## src/rtl/mic_array_cmd_scheduler_pkg.sv

```systemverilog
// mic_sched_pkg
//   Shared types and constants for the mic_array command scheduler.
//   - mic_sched_state_t : scheduler FSM state encoding
//   - ch_width()        : channel-index width for a given channel count
//   - CH_DATA_RST_BIT   : fill bit for the ch_data reset value
package mic_sched_pkg;

   typedef enum logic [2:0] {
      S_IDLE,
      S_PREWAIT,
      S_START,
      S_ACK,
      S_RUN,
      S_NEXT,
      S_DONE
   } mic_sched_state_t;

   // A single-channel build still needs a 1-bit index.
   localparam int CH_W_MIN = 1;

   localparam logic CH_DATA_RST_BIT = 1'b0;

   function automatic int ch_width(input int n);
      return (n > 1) ? $clog2(n) : CH_W_MIN;
   endfunction

endpackage

```

## src/rtl/mic_array_cmd_scheduler_timer.sv

```systemverilog
// mic_sched_timer
//   Wait-phase watchdog for the mic_array command scheduler. Loadable
//   down-counter: 'load' arms it so that 'expired' rises in the
//   TIMEOUT_CYC-th consecutive cycle with 'en' high. 'expired' is a
//   single-cycle indication because the owner leaves its wait state on it.
//   Only instantiated when MIC_SCHED_TIMEOUT_EN is defined.
// Ports:
//   clk, reset : clock, asynchronous active-high reset
//   load       : reload the counter (on entry to a wait state)
//   en         : count this cycle (owner is in a wait state)
//   expired    : wait budget exhausted in the current cycle
module mic_sched_timer #(
   parameter int TIMEOUT_CYC = 4096
) (
   input  logic clk,
   input  logic reset,
   input  logic load,
   input  logic en,
   output logic expired
);

   localparam int               CNT_W    = $clog2(TIMEOUT_CYC + 1);
   // The entry cycle already counts as the first waited cycle.
   localparam logic [CNT_W-1:0] LOAD_VAL = CNT_W'(TIMEOUT_CYC - 1);

   logic [CNT_W-1:0] count;

   always_ff @(posedge clk or posedge reset) begin
      if (reset) begin
         count <= '0;
      end else if (load) begin
         count <= LOAD_VAL;
      end else if (en && (count != '0)) begin
         count <= count - 1'b1;
      end
   end

   assign expired = en && (count == '0);

endmodule

```

## src/rtl/mic_array_cmd_scheduler.sv

```systemverilog
// mic_array_cmd_scheduler
//   Dispatches host configuration commands to N_CH mic_array serial-control
//   channels, one channel at a time: waits for the channel to be idle,
//   pulses its start line, then follows its busy handshake to completion.
//   Unicast goes to cmd_channel; broadcast walks channels 0..N_CH-1.
//   Optional feature macro: MIC_SCHED_TIMEOUT_EN adds a per-wait-state
//   watchdog (TIMEOUT_CYC cycles) with sticky per-channel timeout flags;
//   without it wait states block indefinitely and err_timeout reads 0.
// Ports:
//   clk, reset        : clock, asynchronous active-high reset
//   cmd_valid/ready   : host command handshake (ready only in IDLE)
//   cmd_channel       : unicast target channel
//   cmd_broadcast     : walk all channels in order
//   cmd_data          : command word
//   ch_start          : one-hot single-cycle start pulse
//   ch_data           : command word latched at accept
//   ch_busy           : per-channel busy handshake
//   sched_busy        : scheduler not IDLE
//   done_pulse        : one cycle at the end of every command
//   err_timeout       : sticky per-channel timeout flags
//   err_range         : sticky out-of-range unicast flag
//   err_clear         : clear sticky flags (a simultaneous set wins)
module mic_array_cmd_scheduler
   import mic_sched_pkg::*;
#(
   parameter int N_CH        = 16,
   parameter int CH_W        = ch_width(N_CH),
   parameter int DATA_W      = 32,
   parameter int TIMEOUT_CYC = 4096
) (
   input  logic              clk,
   input  logic              reset,
   input  logic              cmd_valid,
   output logic              cmd_ready,
   input  logic [CH_W-1:0]   cmd_channel,
   input  logic              cmd_broadcast,
   input  logic [DATA_W-1:0] cmd_data,
   output logic [N_CH-1:0]   ch_start,
   output logic [DATA_W-1:0] ch_data,
   input  logic [N_CH-1:0]   ch_busy,
   output logic              sched_busy,
   output logic              done_pulse,
   output logic [N_CH-1:0]   err_timeout,
   output logic              err_range,
   input  logic              err_clear
);

   mic_sched_state_t state, state_next;

   logic [CH_W-1:0] idx;
   logic            bcast;
   logic [N_CH-1:0] sel;
   logic            busy_sel;
   logic            accept;
   logic            range_bad;
   logic            last_ch;
   logic            wait_met;
   logic            timeout;

   assign accept    = cmd_valid && (state == S_IDLE);
   assign range_bad = !cmd_broadcast && (int'(cmd_channel) >= N_CH);
   assign last_ch   = !bcast || (int'(idx) >= N_CH - 1);

   // One-hot decode of the active channel; an index beyond N_CH selects
   // nothing, so ch_busy is never indexed out of range.
   always_comb begin
      sel = '0;
      for (int i = 0; i < N_CH; i++) begin
         sel[i] = (int'(idx) == i);
      end
   end

   assign busy_sel = |(ch_busy & sel);

   // Condition that ends the current wait state normally.
   always_comb begin
      wait_met = 1'b0;
      case (state)
         S_PREWAIT: wait_met = !busy_sel;
         S_ACK:     wait_met = busy_sel;
         S_RUN:     wait_met = !busy_sel;
         default:   wait_met = 1'b0;
      endcase
   end

   always_ff @(posedge clk or posedge reset) begin
      if (reset) begin
         state <= S_IDLE;
      end else begin
         state <= state_next;
      end
   end

   // A normal exit takes priority over a watchdog expiry in the same cycle.
   always_comb begin
      state_next = state;
      cmd_ready  = 1'b0;
      sched_busy = 1'b1;
      done_pulse = 1'b0;
      ch_start   = '0;
      case (state)
         S_IDLE: begin
            cmd_ready  = 1'b1;
            sched_busy = 1'b0;
            if (accept) begin
               state_next = range_bad ? S_DONE : S_PREWAIT;
            end
         end
         S_PREWAIT: begin
            if (wait_met)     state_next = S_START;
            else if (timeout) state_next = S_NEXT;
         end
         S_START: begin
            ch_start   = sel;
            state_next = S_ACK;
         end
         S_ACK: begin
            if (wait_met)     state_next = S_RUN;
            else if (timeout) state_next = S_NEXT;
         end
         S_RUN: begin
            if (wait_met || timeout) state_next = S_NEXT;
         end
         S_NEXT: begin
            state_next = last_ch ? S_DONE : S_PREWAIT;
         end
         S_DONE: begin
            done_pulse = 1'b1;
            state_next = S_IDLE;
         end
         default: state_next = S_IDLE;
      endcase
   end

   always_ff @(posedge clk or posedge reset) begin
      if (reset) begin
         idx     <= '0;
         bcast   <= 1'b0;
         ch_data <= {DATA_W{CH_DATA_RST_BIT}};
      end else if (accept) begin
         idx     <= cmd_broadcast ? '0 : cmd_channel;
         bcast   <= cmd_broadcast;
         ch_data <= cmd_data;
      end else if ((state == S_NEXT) && !last_ch) begin
         idx <= idx + 1'b1;
      end
   end

   always_ff @(posedge clk or posedge reset) begin
      if (reset) begin
         err_range <= 1'b0;
      end else if (accept && range_bad) begin
         err_range <= 1'b1;
      end else if (err_clear) begin
         err_range <= 1'b0;
      end
   end

`ifdef MIC_SCHED_TIMEOUT_EN
   logic            wait_state;
   logic            timer_load;
   logic [N_CH-1:0] timeout_set;
   logic [N_CH-1:0] tmo_flags;

   assign wait_state = (state == S_PREWAIT) || (state == S_ACK) || (state == S_RUN);

   // Reload on every entry into a wait state, including ACK->RUN.
   assign timer_load = (state_next != state) &&
                       ((state_next == S_PREWAIT) || (state_next == S_ACK) ||
                        (state_next == S_RUN));

   mic_sched_timer #(
      .TIMEOUT_CYC (TIMEOUT_CYC)
   ) u_timer (
      .clk     (clk),
      .reset   (reset),
      .load    (timer_load),
      .en      (wait_state),
      .expired (timeout)
   );

   assign timeout_set = (timeout && wait_state && !wait_met) ? sel : '0;

   always_ff @(posedge clk or posedge reset) begin
      if (reset) begin
         tmo_flags <= '0;
      end else begin
         tmo_flags <= (err_clear ? '0 : tmo_flags) | timeout_set;
      end
   end

   assign err_timeout = tmo_flags;
`else
   assign timeout     = 1'b0;
   assign err_timeout = '0;
`endif

endmodule

```

## config.mk

```make
export PLATFORM = sky130hd
export DESIGN_NAME = mic_array_cmd_scheduler
export DESIGN_NICKNAME = d
export VERILOG_FILES = /design/src/rtl/mic_array_cmd_scheduler_pkg.sv /design/src/rtl/mic_array_cmd_scheduler_timer.sv /design/src/rtl/mic_array_cmd_scheduler.sv
export SDC_FILE = /design/constraint.sdc
export NUM_CORES = 1
export LEC_CHECK = 0
export ABC_AREA = 1
export ABC_CLOCK_PERIOD_IN_PS = 4200
export CAP_MARGIN = 15
export CORE_MARGIN = 10
export CORE_UTILIZATION = 40
export CTS_BUF_LIST = sky130_fd_sc_hd__clkbuf_16
export DETAILED_ROUTE_END_ITERATION = 16
export PLACE_DENSITY = 0.86
export SLEW_MARGIN = 20
export SYNTH_ARGS = -nofsm -noshare
export SYNTH_HDL_FRONTEND = slang
export SYNTH_SLANG_ARGS = --single-unit
```

## constraint.sdc

```tcl
create_clock -name clk -period 4.2 [get_ports clk]
set_clock_uncertainty 0.05 [all_clocks]
set_input_delay 0.42 -clock clk [delete_from_list [all_inputs] [get_ports clk]]
set_output_delay 0.42 -clock clk [all_outputs]
set_load 0.005 [all_outputs]
```

Word-level counts from Yosys, hierarchy flattened:

Cells that the tools add are included.
Widths: inputs -> output; s select.

* add/sub/neg operators: 1
* magnitude comparators: 1
* equal/unequal tests: 25
* mux-type cells: 14
* bitwise gates (word level): 1
* reduce and logical (&&, ||, !) cells: 12

Operator list (number)
* $eq 4x4->1 const B: 8
* $pmux 3 s6: 1
* $and 16x16->16: 1
* $eq 4x3->1 const B: 4
* $mux 16: 1
* $reduce_or 16->1: 1
* $mux 3: 5
* $mux 4: 3
* $eq 3x3->1 const B: 3
* $eq 4x2->1 const B: 2
* $ne 2x2->1 const B: 4
* $eq 3x2->1 const B: 2
* $add 4x1->4 const B: 1
* $eq 4x1->1 const B: 1
* $ge 4x4->1 const B: 1
* $logic_not 4->1: 1
* $reduce_and 4->1: 1
* $eq 3x1->1 const B: 1
* $logic_not 1->1: 3
* $logic_not 3->1: 1
* $mux 1: 3
* $logic_and 1x1->1: 2
* $pmux 1 s2: 1
* $reduce_bool 2->1: 1
* other kinds (2): 2

* register bits: 40
* input port bits: 57
* word-level logic and storage cells: 58

Depth between registers and ports, before layout:

Gate-level depths: netlist of the first run.

* word-level depth: 7
* mapped depth: 12
* gate-level depth less buffers: 12

Worst setup path after synthesis of the first run:

No wires, ideal clock.

* kind: reg-to-output
* from: register state[0]
* to: output port ch_start[10]
* arrival time: 1.100 ns
* data required time: 3.730 ns
* setup slack: 2.630 ns
* cell stages (with the launch flop): 5
* cells stage by stage: dfrtp_1 -> nor2_4 -> nand2_1 -> clkbuf_1 -> nor3_1

* word-level cells in the longest chain between the ends: 2

RTL lines
* from (decl): RTL line mic_array_cmd_scheduler.sv:48 `mic_sched_state_t state, state_next;`
* from (signal assigned): RTL line mic_array_cmd_scheduler.sv:90 `state <= state_next;`
* $eq 3x2->1: RTL line mic_array_cmd_scheduler.sv:101 `case (state)`
* $mux 16: RTL line mic_array_cmd_scheduler.sv:101
* to (decl): RTL line mic_array_cmd_scheduler.sv:38 `output logic [N_CH-1:0] ch_start,`

No other way between the ends.

Worst setup path in the final report of the first run:

* from: register state[0]
* to: output port ch_start[8]

Same word-level chain as after synthesis.

==> results.json, run 1 <==
{
  "layout-drive-gt1-share_pct": 3.47,
  "peakVddDrop_v": 0.000432,
  "cpLargestDelayFamily": "simple AND/OR/NAND/NOR gates",
  "globalRouteOverflowTotal": 0,
  "dp_hpwl_um": 5250,
  "hold_depth": 2,
  "ys_seq_area_share_pct": 45.1,
  "route.vias.total": 2215,
  "grt.total_usage_pct": 15.1,
  "leakagePower_nw": 1.68,
  "crit_chain": "nor2_4 -> nand2_1 -> nor3_1 -> clkdlybuf4s50_1",
  "rsz0062_at_grt": "false",
  "path_clk_slew_ns": 0.06,
  "first_pass_iters": 4,
  "hold_buffers": 0,
  "max_cap_violations": 0,
  "wire_per_inst_um": 14.4,
  "grt_first_pass_wirelength_um": 10800,
  "setup_viol": 0,
  "fin_area_mm2": 0.00343,
  "syn_area_mm2": 0.00222,
  "r2r_cells": 8,
  "nFillCells": 461,
  "clkLatencyLatePin_ns": 0.28,
  "r2r_end": "idx[1]",
  "placed_area_mm2": 0.00326,
  "antenna_found_initial": 0,
  "start_util_pct": 40.8,
  "drcViolationCount": 0,
  "port_buffers": 106,
  "fin_tns_setup_ns": 0,
  "cts_setup_buffers": 0,
  "synth_top_area_share_pct": 45.1,
  "end_kind": "output port",
  "synth.area.top_cells": "dfrtp_1, nand2_1, buf_4",
  "root_buffer": "clkbuf_16",
  "crit_type": "reg -> out",
  "grt_pass1_vias": 2223,
  "crit_buf_inv": 1,
  "rows": 27,
  "slew_violations": 0,
  "yosysWarningCount": 0,
  "hold_viol": 0,
  "startpoint": "state[0]",
  "die_x_um": 94.5,
  "period_needed_ns": 2.56,
  "timing.slew.headroom_pct": 44.9,
  "min_path_type": "reg -> reg",
  "crit_slowest_cell": "clkdlybuf4s50_1",
  "nNetsFinal": 463,
  "slowest_delay_ns": 0.57,
  "synthCells": 300,
  "cp-start-kind": "flop",
  "ios": 125,
  "cp.required_ns": 3.73,
  "hold_ws_ns": 0.419,
  "fin_util_pct": 63.0,
  "grt_max_degree": 38,
  "core-area_mm2": 0.00544,
  "ctsHtreeMaxLevel": 2,
  "drtIter0Drc": 74,
  "clk_path_buf_depth": 2,
  "path_max_fanout": 18,
  "critPathArrivalTime_ns": 2.09,
  "routabilityCongestion": 0.826,
  "clock-sinks": 40,
  "stdcell_count": 475,
  "reg2reg_setup_slack_ns": 1.98,
  "chipHeight_um": 94.5,
  "max_slew.worst_pin.slew_ns": 0.826,
  "viasPerCell": 4.66,
  "hp-start": "ch_data[4]",
  "status": "completed",
  "p_per_area_mw_per_mm2": 630,
  "r2r-start": "state[0]",
  "die_area_mm2": 0.00893,
  "synth_seq_cells": 40,
  "min_to": "ch_data[4]",
  "max_freq_mhz": 390,
  "antenna_cells": 0,
  "area_delta_synth_final_pct": 54.5,
  "cts-buffers-inserted": 5,
  "synth_cell_type_count": 29,
  "period_share_pct": 61.0,
  "cts_resized": 0,
  "ant_nets": 0,
  "totalWireLength_um": 6830,
  "synth.avg_cell_area_um2": 7.40,
  "tritoncts": "built",
  "worst-path-stages": 4,
  "dp.cells": 467,
  "yosys.area.top_type": "dfrtp_1"
}
-- state kept, by name (all words and copies together) (netlist names) --
register  count
ch_data      32
idx           4
state         3
bcast         1
-- metal layers --
metal	global-route usage, %	share of wire (%)	vias up	routed length [um]
met5	0	0	-	0
met4	3.99	0.98	0	67
met3	10.2	16	7	1110
met2	22.7	42	111	2890
met1	17.1	40	991	2760
li1	-	-	1106	-
-- where the power goes --
part           switching (mW)  total [mW]  internal (mW)  leakage (nW)
combinational           0.511        1.02          0.508          1.09
clock                   0.148       0.425          0.277        0.0850
sequential              0.148       0.714          0.566         0.500
total                   0.807        2.16           1.35          1.68
-- layout make-up --
type / instances / area (um2) / area share (%)
timing repair buffer: 107 / 1070 / 31.2
tap: 72 / 90.1 / 2.63
multi-input combinational: 218 / 992 / 28.9
clock inverter: 3 / 38.8 / 1.13
inverter: 30 / 113 / 3.28
clock buffer: 5 / 125 / 3.65
sequential: 40 / 1000 / 29.2
-- worst max path at each step --
stage	end	slack, ns
floorplan	ch_start[10]	2.63
CTS	ch_start[8]	1.62
detailed placement	idx[0]	1.61
finish	ch_start[8]	1.64
global placement	idx[1]	1.66
global route	ch_start[8]	1.47
-- cells in the mapped netlist --
cell	instances
nand2_4	1
dfrtp_1	40
or2_2	1
clkbuf_1	5
o211ai_1	1
o22ai_1	3
nand2_1	124
nor3_1	13
buf_4	17
or2_4	1
nand4_1	13
xor2_1	1
nor4_1	3
inv_1	29
o21ai_1	1
ha_1	4
buf_1	2
nor2_8	1
nor2_1	16
nor2_4	1
o21ai_0	3
a21oi_1	1
nand3b_1	1
o21a_1	1
conb_1	1
buf_2	3
nand3_1	11
inv_2	1
clkbuf_2	1
-- cells in the final DEF, fill, tap and decap left out, types with 3 or more instances in the layout --
cell type        synthesis  final
o22ai_1                  3      3
nor2_1                  16     16
nor4_1                   3      3
nand3_1                 11     11
nor3_1                  13     13
nand2_1                124    124
o21ai_0                  3      3
dfrtp_1                 40     40
ha_1                     4      4
inv_1                   29     30
clkbuf_16                0      5
nand4_1                 13     13
clkdlybuf4s50_1          0    106
conb_1                   1     17
-- through the flow --
stage / total power, mW / worst slack, ns
after floorplan: 1.23 / 2.63
after global placement: 1.71 / 1.66
after detailed placement: 1.74 / 1.61
after CTS: 2.18 / 1.62
after global routing: 2.34 / 1.47
final: 2.16 / 1.64
-- tightest hold or removal path, stage by stage (launching register included) --
cell     delay (ns)
dfrtp_1        0.34
nand2_1        0.05
nand2_1        0.05
-- cell families (layout without fill, tap and decap cells) --
| logic type | Yosys count | after routing | synth area share [%] |
|---|---|---|---|
| DFF | 40 | 40 | 45.1 |
| and+or+nand+nor | 186 | 186 | 36.5 |
| buffers and inverters | 58 | 145 | 12.9 |
| adders and majority gates | 4 | 4 | 2.25 |
| xor gates and xnor gates | 1 | 1 | 0.395 |
| other | 1 | 17 | 0.169 |
| AOI/OAI and AO/OA | 10 | 10 | 2.65 |
(Power assumes the default switching activity.)
==> run 2: changes to the inputs <==
--- a/config.mk
+++ b/config.mk
@@ -6,13 +6,13 @@
 export NUM_CORES = 1
 export LEC_CHECK = 0
 export ABC_AREA = 1
-export ABC_CLOCK_PERIOD_IN_PS = 4200
+export ABC_CLOCK_PERIOD_IN_PS = 2700
 export CAP_MARGIN = 15
 export CORE_MARGIN = 10
-export CORE_UTILIZATION = 40
+export CORE_UTILIZATION = 39
 export CTS_BUF_LIST = sky130_fd_sc_hd__clkbuf_16
 export DETAILED_ROUTE_END_ITERATION = 16
-export PLACE_DENSITY = 0.86
+export PLACE_DENSITY = 0.84
 export SLEW_MARGIN = 20
 export SYNTH_ARGS = -nofsm -noshare
 export SYNTH_HDL_FRONTEND = slang
==> constraint.sdc (replaced) <==
create_clock -name clk -period 2.7 [get_ports clk]
set_clock_uncertainty 0.05 [all_clocks]
set_input_delay 0.27 -clock clk [delete_from_list [all_inputs] [get_ports clk]]
set_output_delay 0.27 -clock clk [all_outputs]
set_load 0.005 [all_outputs]
==> run 2 against run 1 <==
  * Critical path depth is the same
  * Sequential share of layout area shrank 0.55 points
  * Combinational power grew 58%
  * Highest routed layer unchanged
  * Core utilization grew 0.43 points
==> results.json, run 2 (synthesis gave the netlist of run 1 again) <==
{
  "root_buffer": "clkbuf_16",
  "p_per_area_mw_per_mm2": 1020,
  "core-area_mm2": 0.00551,
  "nNetsFinal": 465,
  "peakVddDrop_v": 0.000743,
  "fin_tns_setup_ns": 0,
  "grt_first_pass_wirelength_um": 10700,
  "start_util_pct": 40.3,
  "route.vias.total": 2232,
  "grt.total_usage_pct": 14.5,
  "grt_pass1_vias": 2273,
  "first_pass_iters": 4,
  "path_clk_slew_ns": 0.06,
  "slew_violations": 0,
  "ctsHtreeMaxLevel": 2,
  "critPathArrivalTime_ns": 2.07,
  "hold_buffers": 0,
  "ant_nets": 0,
  "die_area_mm2": 0.00911,
  "multi_input_area_um2": 992,
  "nFillCells": 475,
  "routabilityCongestion": 0.848,
  "hold_viol": 0,
  "period_needed_ns": 2.39,
  "port_buffers": 106,
  "clk_path_buf_depth": 2,
  "total_power_mw": 3.58,
  "top_register": "ch_data",
  "area_delta_synth_final_pct": 57.4,
  "top_regs": "ch_data: 32 flops, idx: 4 flops, state: 3 flops",
  "cts_resized": 0,
  "rows": 27,
  "die_x_um": 95.4,
  "timing.slew.headroom_pct": 63.5,
  "placed_area_mm2": 0.00328,
  "final_cell_mix": "nand2_1, clkdlybuf4s50_1, dfrtp_1",
  "rsz0062_at_grt": "false",
  "viasPerCell": 4.68,
  "crit_slowest_cell": "clkdlybuf4s50_1",
  "cp-start-kind": "flop",
  "drcViolationCount": 0,
  "status": "completed",
  "min_path_type": "in -> async",
  "antenna_found_initial": 0,
  "ff_latch_area_mm2": 0.00100,
  "end_kind": "output port",
  "largest_reg_flops": 32,
  "clock-sinks": 40,
  "setup_viol": 0,
  "max_freq_mhz": 418,
  "antenna_cells": 0,
  "grt_max_degree": 41,
  "leakagePower_nw": 1.70,
  "tritoncts": "built",
  "layout-drive-gt1-share_pct": 4.20,
  "stdcell_count": 477,
  "path_max_fanout": 18,
  "cp.required_ns": 2.38,
  "crit_type": "reg -> out",
  "chipHeight_um": 95.4,
  "dp.cells": 469,
  "final_common_cell": "nand2_1",
  "ios": 125,
  "fin_area_mm2": 0.00349,
  "max_cap_violations": 0,
  "max_slew.worst_pin.slew_ns": 0.546,
  "slowest_delay_ns": 0.56,
  "globalRouteOverflowTotal": 0,
  "wire_per_inst_um": 14.4,
  "period_share_pct": 88.5,
  "crit_chain": "nor2_4 -> nand2_1 -> nor3_1 -> clkdlybuf4s50_1",
  "cts-buffers-inserted": 5,
  "dp_hpwl_um": 5390,
  "crit_buf_inv": 1,
  "clkLatencyLatePin_ns": 0.28,
  "totalWireLength_um": 6890,
  "cpLargestDelayFamily": "simple AND/OR/NAND/NOR gates",
  "drtIter0Drc": 76,
  "cts_setup_buffers": 0
}
run 2: stage by stage:
stage | util [%] | hold WS [ns] | setup WS (ns)
5_1_grt | 63.5 | 0.433 | 0.163
3_3_place_gp | 59.6 | 0.402 | 0.660
2_1_floorplan | - | 0.337 | 1.17
3_5_place_dp | 59.6 | 0.408 | 0.610
6_report | 63.5 | 0.378 | 0.310
4_1_cts | 63.5 | 0.398 | 0.306
run 2: worst paths after layout:
kind	depth (start not counted)	endpoint	start	slack, ns
setup / recovery	4	ch_start[4]	state[0]	0.31
hold / removal	3	ch_data[0]	reset	0.38
setup reg to reg	10	state[1]	idx[3]	0.85
min in group clk	2	ch_data[30]	ch_data[30]	0.42
hold reg to reg	2	ch_data[30]	ch_data[30]	0.42
max in group asynchronous	3	ch_data[14]	reset	1.87
run 2: where the power goes:
group | internal [mW] | switching, mW | leakage, nW
sequential | 0.881 | 0.233 | 0.500
clock | 0.623 | 0.229 | 0.104
combinational | 0.801 | 0.813 | 1.10
total | 2.30 | 1.28 | 1.70
run 2: metal layers:
layer | vias to the layer above | GRT usage [%] | part of all wire, % | routed length [um]
li1 | 1112 | - | - | -
met1 | 1004 | 15.7 | 39 | 2680
met2 | 109 | 23.5 | 43 | 2980
met3 | 7 | 9.11 | 17 | 1180
met4 | 0 | 3.56 | 0.68 | 47
met5 | - | 0 | 0 | 0
run 2: cell type report:
cell class	count	area share, %
repair buffers	109	31.0
flip-flops and latches	40	28.6
inverters	30	3.22
clock buffers	5	3.58
well taps	72	2.58
multi-input cells	218	28.4
clock inverters	3	2.58
run 2: tightest hold or removal path, delay by kind of cell:
family / cells / cell delay, ns
buf+inv: 3 / 0.87
